## config.mk

```make
export PLATFORM = sky130hd
export DESIGN_NAME = uart_tx_arbiter
export DESIGN_NICKNAME = d
export VERILOG_FILES = /design/src/rtl/uart_tx_arbiter.sv
export SDC_FILE = /design/constraint.sdc
export NUM_CORES = 1
export LEC_CHECK = 0
export ABC_AREA = 1
export CORE_UTILIZATION = 50
export CTS_BUF_LIST = sky130_fd_sc_hd__clkbuf_8
export CTS_CLUSTER_DIAMETER = 30
export DETAILED_ROUTE_END_ITERATION = 12
export GPL_TIMING_DRIVEN = 0
export PLACE_DENSITY = 0.95
export REMOVE_ABC_BUFFERS = 1
export SLEW_MARGIN = 20
export SYNTH_ARGS = -nofsm -noshare
export SYNTH_HDL_FRONTEND = slang
export SYNTH_SLANG_ARGS = --single-unit
```

## constraint.sdc

```tcl
create_clock -name i_clk -period 4.25 [get_ports i_clk]
set_clock_uncertainty 0.2 [all_clocks]
set_input_delay 0.6375 -clock i_clk [delete_from_list [all_inputs] [get_ports i_clk]]
set_output_delay 0.6375 -clock i_clk [all_outputs]
set_load 0.05 [all_outputs]
```

## src/rtl/uart_tx_arbiter.sv

```systemverilog
// Round-robin arbiter sharing one uart_tx between N_REQ byte producers.
// Optional macro UART_TX_ARBITER_PACKET_LOCK_EN keeps the grant on one requester until it sends 8'h0A.
module uart_tx_arbiter #(
  parameter int N_REQ   = 4,
  parameter int GRANT_W = $clog2(N_REQ)
) (
  input  logic               i_clk,
  input  logic               i_reset,
  input  logic [N_REQ-1:0]   i_req,
  input  logic [8*N_REQ-1:0] i_data,
  output logic [N_REQ-1:0]   o_ack,
  output logic [N_REQ-1:0]   o_grant,
  output logic               o_active,
  output logic               o_write,
  output logic [7:0]         o_data,
  input  logic               i_busy
);

  // state        | meaning
  // IDLE         | wait for uart_tx to drain, then pick the next requester
  // ISSUE        | first o_write cycle for the latched byte
  // WAIT_BUSY_HI | o_write held until uart_tx reports busy (byte captured)
  // WAIT_BUSY_LO | byte acked, wait for uart_tx to finish shifting
  typedef enum logic [1:0] {IDLE, ISSUE, WAIT_BUSY_HI, WAIT_BUSY_LO} state_t;

  state_t             state_q, state_d;
  logic [GRANT_W-1:0] ptr_q, ptr_d;
  logic [GRANT_W-1:0] idx_q, idx_d;
  logic [N_REQ-1:0]   grant_q, grant_d;
  logic               active_q, active_d;
  logic [7:0]         data_q, data_d;

  logic               found;
  logic [GRANT_W-1:0] sel_idx;
  logic [GRANT_W-1:0] cand_idx;
  int                 cand;
  logic               pick_valid;
  logic [GRANT_W-1:0] pick_idx;

`ifdef UART_TX_ARBITER_PACKET_LOCK_EN
  logic lock_q, lock_d;
`endif

  // First requesting index strictly after the last grant, wrapping modulo N_REQ.
  always_comb begin
    found    = 1'b0;
    sel_idx  = '0;
    cand     = 0;
    cand_idx = '0;
    for (int i = 1; i <= N_REQ; i++) begin
      cand     = (int'(ptr_q) + i) % N_REQ;
      cand_idx = GRANT_W'(cand);
      if (!found && i_req[cand_idx]) begin
        found   = 1'b1;
        sel_idx = cand_idx;
      end
    end
  end

  always_comb begin
    state_d    = state_q;
    ptr_d      = ptr_q;
    idx_d      = idx_q;
    grant_d    = grant_q;
    active_d   = active_q;
    data_d     = data_q;
    pick_valid = found;
    pick_idx   = sel_idx;
    o_write    = 1'b0;
    o_ack      = '0;
`ifdef UART_TX_ARBITER_PACKET_LOCK_EN
    lock_d     = lock_q;
`endif

    case (state_q)
      IDLE: begin
`ifdef UART_TX_ARBITER_PACKET_LOCK_EN
        if (lock_q) begin
          if (i_req[idx_q]) begin
            pick_valid = 1'b1;
            pick_idx   = idx_q;
          end else begin
            lock_d = 1'b0;
          end
        end
`endif
        if (!i_busy && pick_valid) begin
          idx_d    = pick_idx;
          grant_d  = N_REQ'(1) << pick_idx;
          active_d = 1'b1;
          data_d   = i_data[{pick_idx, 3'b000} +: 8];
          state_d  = ISSUE;
        end
      end
      ISSUE: begin
        o_write = 1'b1;
        state_d = WAIT_BUSY_HI;
      end
      WAIT_BUSY_HI: begin
        // uart_tx only samples on its strobe, so busy is the capture indication
        if (i_busy) begin
          o_ack   = grant_q;
          ptr_d   = idx_q;
          state_d = WAIT_BUSY_LO;
`ifdef UART_TX_ARBITER_PACKET_LOCK_EN
          lock_d  = (data_q != 8'h0A);
`endif
        end else begin
          o_write = 1'b1;
        end
      end
      WAIT_BUSY_LO: begin
        if (!i_busy) begin
          grant_d  = '0;
          active_d = 1'b0;
          state_d  = IDLE;
        end
      end
      default: state_d = IDLE;
    endcase

    if (i_reset) begin
      o_write = 1'b0;
      o_ack   = '0;
    end
  end

  always_ff @(posedge i_clk) begin
    if (i_reset) begin
      state_q  <= IDLE;
      ptr_q    <= GRANT_W'(N_REQ - 1);
      idx_q    <= '0;
      grant_q  <= '0;
      active_q <= 1'b0;
      data_q   <= 8'h00;
    end else begin
      state_q  <= state_d;
      ptr_q    <= ptr_d;
      idx_q    <= idx_d;
      grant_q  <= grant_d;
      active_q <= active_d;
      data_q   <= data_d;
    end
  end

`ifdef UART_TX_ARBITER_PACKET_LOCK_EN
  always_ff @(posedge i_clk) begin
    if (i_reset) lock_q <= 1'b0;
    else         lock_q <= lock_d;
  end
`endif

  assign o_grant  = grant_q;
  assign o_active = active_q;
  assign o_data   = data_q;

endmodule

```

Word-level counts from Yosys, hierarchy flattened
Index checks and enable logic that the tools add are counted. W data, S select, Z words.

Input port bits: 39. Output and inout bits: 18. Word-level logic and storage cells: 68. Register bits after elaboration: 19.

Add/sub/neg operators: 4. Multiplexer cells: 31. Reductions and logical operators: 15. $lt $le $gt $ge: 4. Eq/ne operators: 6. Shift operators: 2.

Operator list (count): $shiftx A32 B6 Y8 (1); $mux W4 (4); $mux W2 (7); $lt A2 B3 Y1 const B (4); $mux W1 (12); $bmux W1 S2 (4); $pmux W2 S4 (1); $pmux W4 S2 (1); $ne A2 B2 Y1 const B (3); $reduce_and A2 Y1 (3); $reduce_and A3 Y1 (2); $add A2 B1 Y2 const B (2); $add A2 B2 Y2 const B (2); $eq A2 B2 Y1 const B (2); $logic_and A1 B1 Y1 (4); $logic_not A1 Y1 (4); $pmux W1 S2 (2); $shl A1 B2 Y4 const A (1); $eq A2 B1 Y1 const B (1); $logic_not A2 Y1 (1); $reduce_bool A2 Y1 (1).

Logic depth before layout (Yosys ltp)
Depth after elaboration: 16. Gate-level depth with buffers: 17. Depth with buffers taken out: 16.

Worst setup path after synthesis
OpenSTA, ideal clock, no wires.

Path type: input -> output. Start: input port i_busy. End: output port o_write. Cell stages on the path: 4. Buffers on the path: 1. Arrival: 1.630 ns. Slack: 1.782 ns. Path through: clkbuf_1 nor2_1 o21ai_0 nor2_1.

Longest elaborated chain between the ends: 3.

Ends and longest elaborated chain: start: declaration (RTL line 16) `input logic i_busy`; $mux W1 (RTL line 101) `if (i_busy) begin`; $pmux W1 S2 (RTL line 75) `case (state_q)`; $mux W1 (RTL line 122) `if (i_reset) begin`; end: declaration (RTL line 14) `output logic o_write,`.

No other way between the ends.

Worst setup path in the final report
Start: input port i_reset. End: output port o_ack[1].

Longest elaborated chain between the ends: 1.

Ends and longest elaborated chain: start: declaration (RTL line 8) `input logic i_reset,`; $mux W4 (RTL line 122); end: declaration (RTL line 11) `output logic [N_REQ-1:0] o_ack,`.

No other way between the ends.

==> key figures <==
Status
  – Status: finished, final reports clean

Clock network
  – Clock Sinks: 19
  – H-Tree Depth: 1
  – Num CTS Buffers: 3
  – CTS hold repair buffers: 0
  – Clk root buf: clkbuf_8
  – Clk_lat worst skew: 250 ps
  – Clock-pin slew on the worst setup and hold paths: 70 ps
  – Clk buf depth: 2
  – CTS tree: built
  – Setup Fix Bufs, Post-CTS: 0
  – Post-CTS sizing: 0

Synthesis
  – Post-synth cell types: 28
  – Main synth FF type: dfxtp_1
  – Post-synth ARST share: 0
  – Seq/Total Area, Yosys: 0.237
  – Post-synth EDFFs: 0
  – Yosys warning count: 0
  – Synthesis-stage register bit count: 19
  – Post-Syn Instances: 256
  – Synthesized area: 0.00160 mm²
  – Mean post-synth cell area: 6.27 µm²

Final layout
  – Final nets: 352
  – Most common cell after layout, fill and taps aside: nand2_1
  – Commonest non-fill, non-tap cells in the layout: 94 x nand2_1, 56 x clkdlybuf4s50_1, 28 x nand3_1
  – Layout cells sized above 1: 0.101
  – Antenna cell count: 0
  – Layout overhead on the synthesized area: 35.5%
  – Final instance area: 0.00217 mm²
  – Filler instances: 257

Pwr
  – Max VDD drop: 0.429 mV
  – Total power: 1.35 mW
  – Static Leak: 1.03 nW
  – Cell Pwr Density: 621 mW/mm²

Critical path
  – CP max stage delay: 700 ps
  – Critical Path AT: 2630 ps
  – Most Frequent Cell on Critical Path: clkdlybuf4s50_1
  – CP required: 3410 ps
  – Slowest cell on the critical path: clkdlybuf4s50_1
  – Crit path launch: i_reset
  – CP endpoint kind: primary output
  – Reg2Reg Capture Point: o_data[3]$_SDFFE_PP0P_
  – Setup crit end: o_ack[1]
  – Crit path launch type: input port
  – CP Max Fanout: 19
  – Setup CP Type: input port to primary output
  – CP cell instances: clkdlybuf4s50_1, clkinv_1, nand2_1, nor2_1, clkdlybuf4s50_1
  – CP bufs+invs: 3
  – Worst r2r src: ptr_q[0]$_SDFFE_PP1P_
  – R2r setup slk: 1810 ps
  – Reg2Reg Depth: 15
  – Worst path depth: 5
  – CP delay by family, top: buffers and inverters

STA
  – RSZ-0062 raised after global routing: false
  – Final setup vio count: 0
  – Max Slew Vio Count: 0
  – Period minus WS final: 3470 ps
  – Slew HR: 0.655
  – Fin crit share: 0.817
  – Setup TNS Final: 0 ps
  – Worst-Margin Slew: 516 ps
  – Hold WS: 276 ps
  – Peak Freq: 288 MHz
  – Final Hold Viols: 0

Global route
  – Vias in the first global route: 1,560
  – Initial antenna violation count: 0
  – First-pass GRT wire length: 6330 µm
  – GRT overflow: 0
  – Pin count of the biggest net entering global routing: 22
  – GRT Total Usage: 0.232

Detailed routing
  – Post-DR vias/cell: 4.98
  – Total number of vias: 1,748
  – DRC viols: 0
  – Aggregate routed wire length: 3880 µm
  – TritonRoute pass-1 iters: 4
  – Starting DRT DRC Count: 35
  – Drt wl/cell: 11.1 µm
  – Final ANT Viol Nets: 0

Floorplan
  – Std cell rows: 20
  – Core area: 0.00305 mm²
  – Die footprint: 0.00344 mm²
  – Chip Height: 58.6 µm
  – Die width: 58.6 µm
  – # IOs: 57
  – Initial core utilization: 0.525

Placement
  – DP Wirelength: 2860 µm
  – Gpl congestion: 0.830
  – DP Area: 0.00213 mm²
  – # port buffers: 56

Hold path
  – Hold Path Origin: o_active$_SDFFE_PP0P_
  – Worst min-delay path class: flop to flop

Flow run
  – Maxcap violations: 0
[flip-flops by register name, indices dropped and copies added (netlist names)]
register and flops:
idx_q 2, o_grant 4, o_data 8, state_q 2
o_active 1, ptr_q 2
[report_power, final]
| group | internal [mW] | leakage [nW] | total, mW | switching [mW] |
|---|---|---|---|---|
| Sequential | 0.243 | 0.157 | 0.288 | 0.0455 |
| Clock | 0.0642 | 0.0269 | 0.123 | 0.0588 |
| Combinational | 0.314 | 0.849 | 0.938 | 0.624 |
[worst min-delay path, stage by stage, from the launching register on]
cell,delay (ps)
dfxtp_1,320
nand2_1,60
a21oi_1,50
[area by class of cell]
type | instances | area [µm²] | area share
Clock buffer | 3 | 41.3 | 0.0190
Inverter | 26 | 97.6 | 0.0449
Clock inverter | 1 | 3.75 | 0.00173
Timing Repair Buffer | 56 | 561 | 0.258
Multi-Input combinational cell | 202 | 1030 | 0.476
Tap cell | 44 | 55.1 | 0.0253
Sequential cell | 19 | 380 | 0.175
[per-layer routing]
| metal | part of all wire | global-route usage | vias to the layer above |
|---|---|---|---|
| met5 | 0 | 0 | - |
| met4 | 0.0093 | 0.0680 | 0 |
| met3 | 0.061 | 0.0308 | 5 |
| met2 | 0.48 | 0.422 | 52 |
| met1 | 0.45 | 0.283 | 779 |
| li1 | - | - | 912 |
[cell families (layout without fill, tap and decap cells)]
group / after synthesis / count (layout) / synth area share
and+or+nand+nor: 167 / 167 / 0.499
DFF: 19 / 19 / 0.237
adders and majority gates: 5 / 5 / 0.0390
AOI/OAI and AO/OA: 30 / 30 / 0.107
buffers and inverters: 35 / 86 / 0.118
[through the flow]
stage           util  setup WS, ps  instances
2_1_floorplan      -          1810        247
3_3_place_gp   0.697           801        347
3_5_place_dp   0.697           770        347
4_1_cts        0.712           764        351
5_1_grt        0.712           618        351
6_report       0.712           779        351
[Yosys cell counts, types with 3 or more instances]
cell type,n,share of area
nor2_1,22,0.051
o21ai_0,13,0.041
nand3_1,28,0.087
ha_1,5,0.039
dfxtp_1,19,0.24
a21oi_1,9,0.028
nand2_2,9,0.035
nand3_2,3,0.019
o21a_1,5,0.023
buf_6,4,0.028
inv_1,18,0.042
inv_2,6,0.014
nand2_4,3,0.021
nand2_1,94,0.22
[worst min path at each step]
stage	to	slack (ps)	cells past startpoint
floorplan	ptr_q[0]$_SDFFE_PP1P_	260	2
global placement	o_active$_SDFFE_PP0P_	250	2
detailed placement	o_active$_SDFFE_PP0P_	280	2
CTS	o_active$_SDFFE_PP0P_	290	2
global route	o_active$_SDFFE_PP0P_	310	2
finish	o_active$_SDFFE_PP0P_	280	2
No activity file was read; power rests on OpenSTA's default activity.
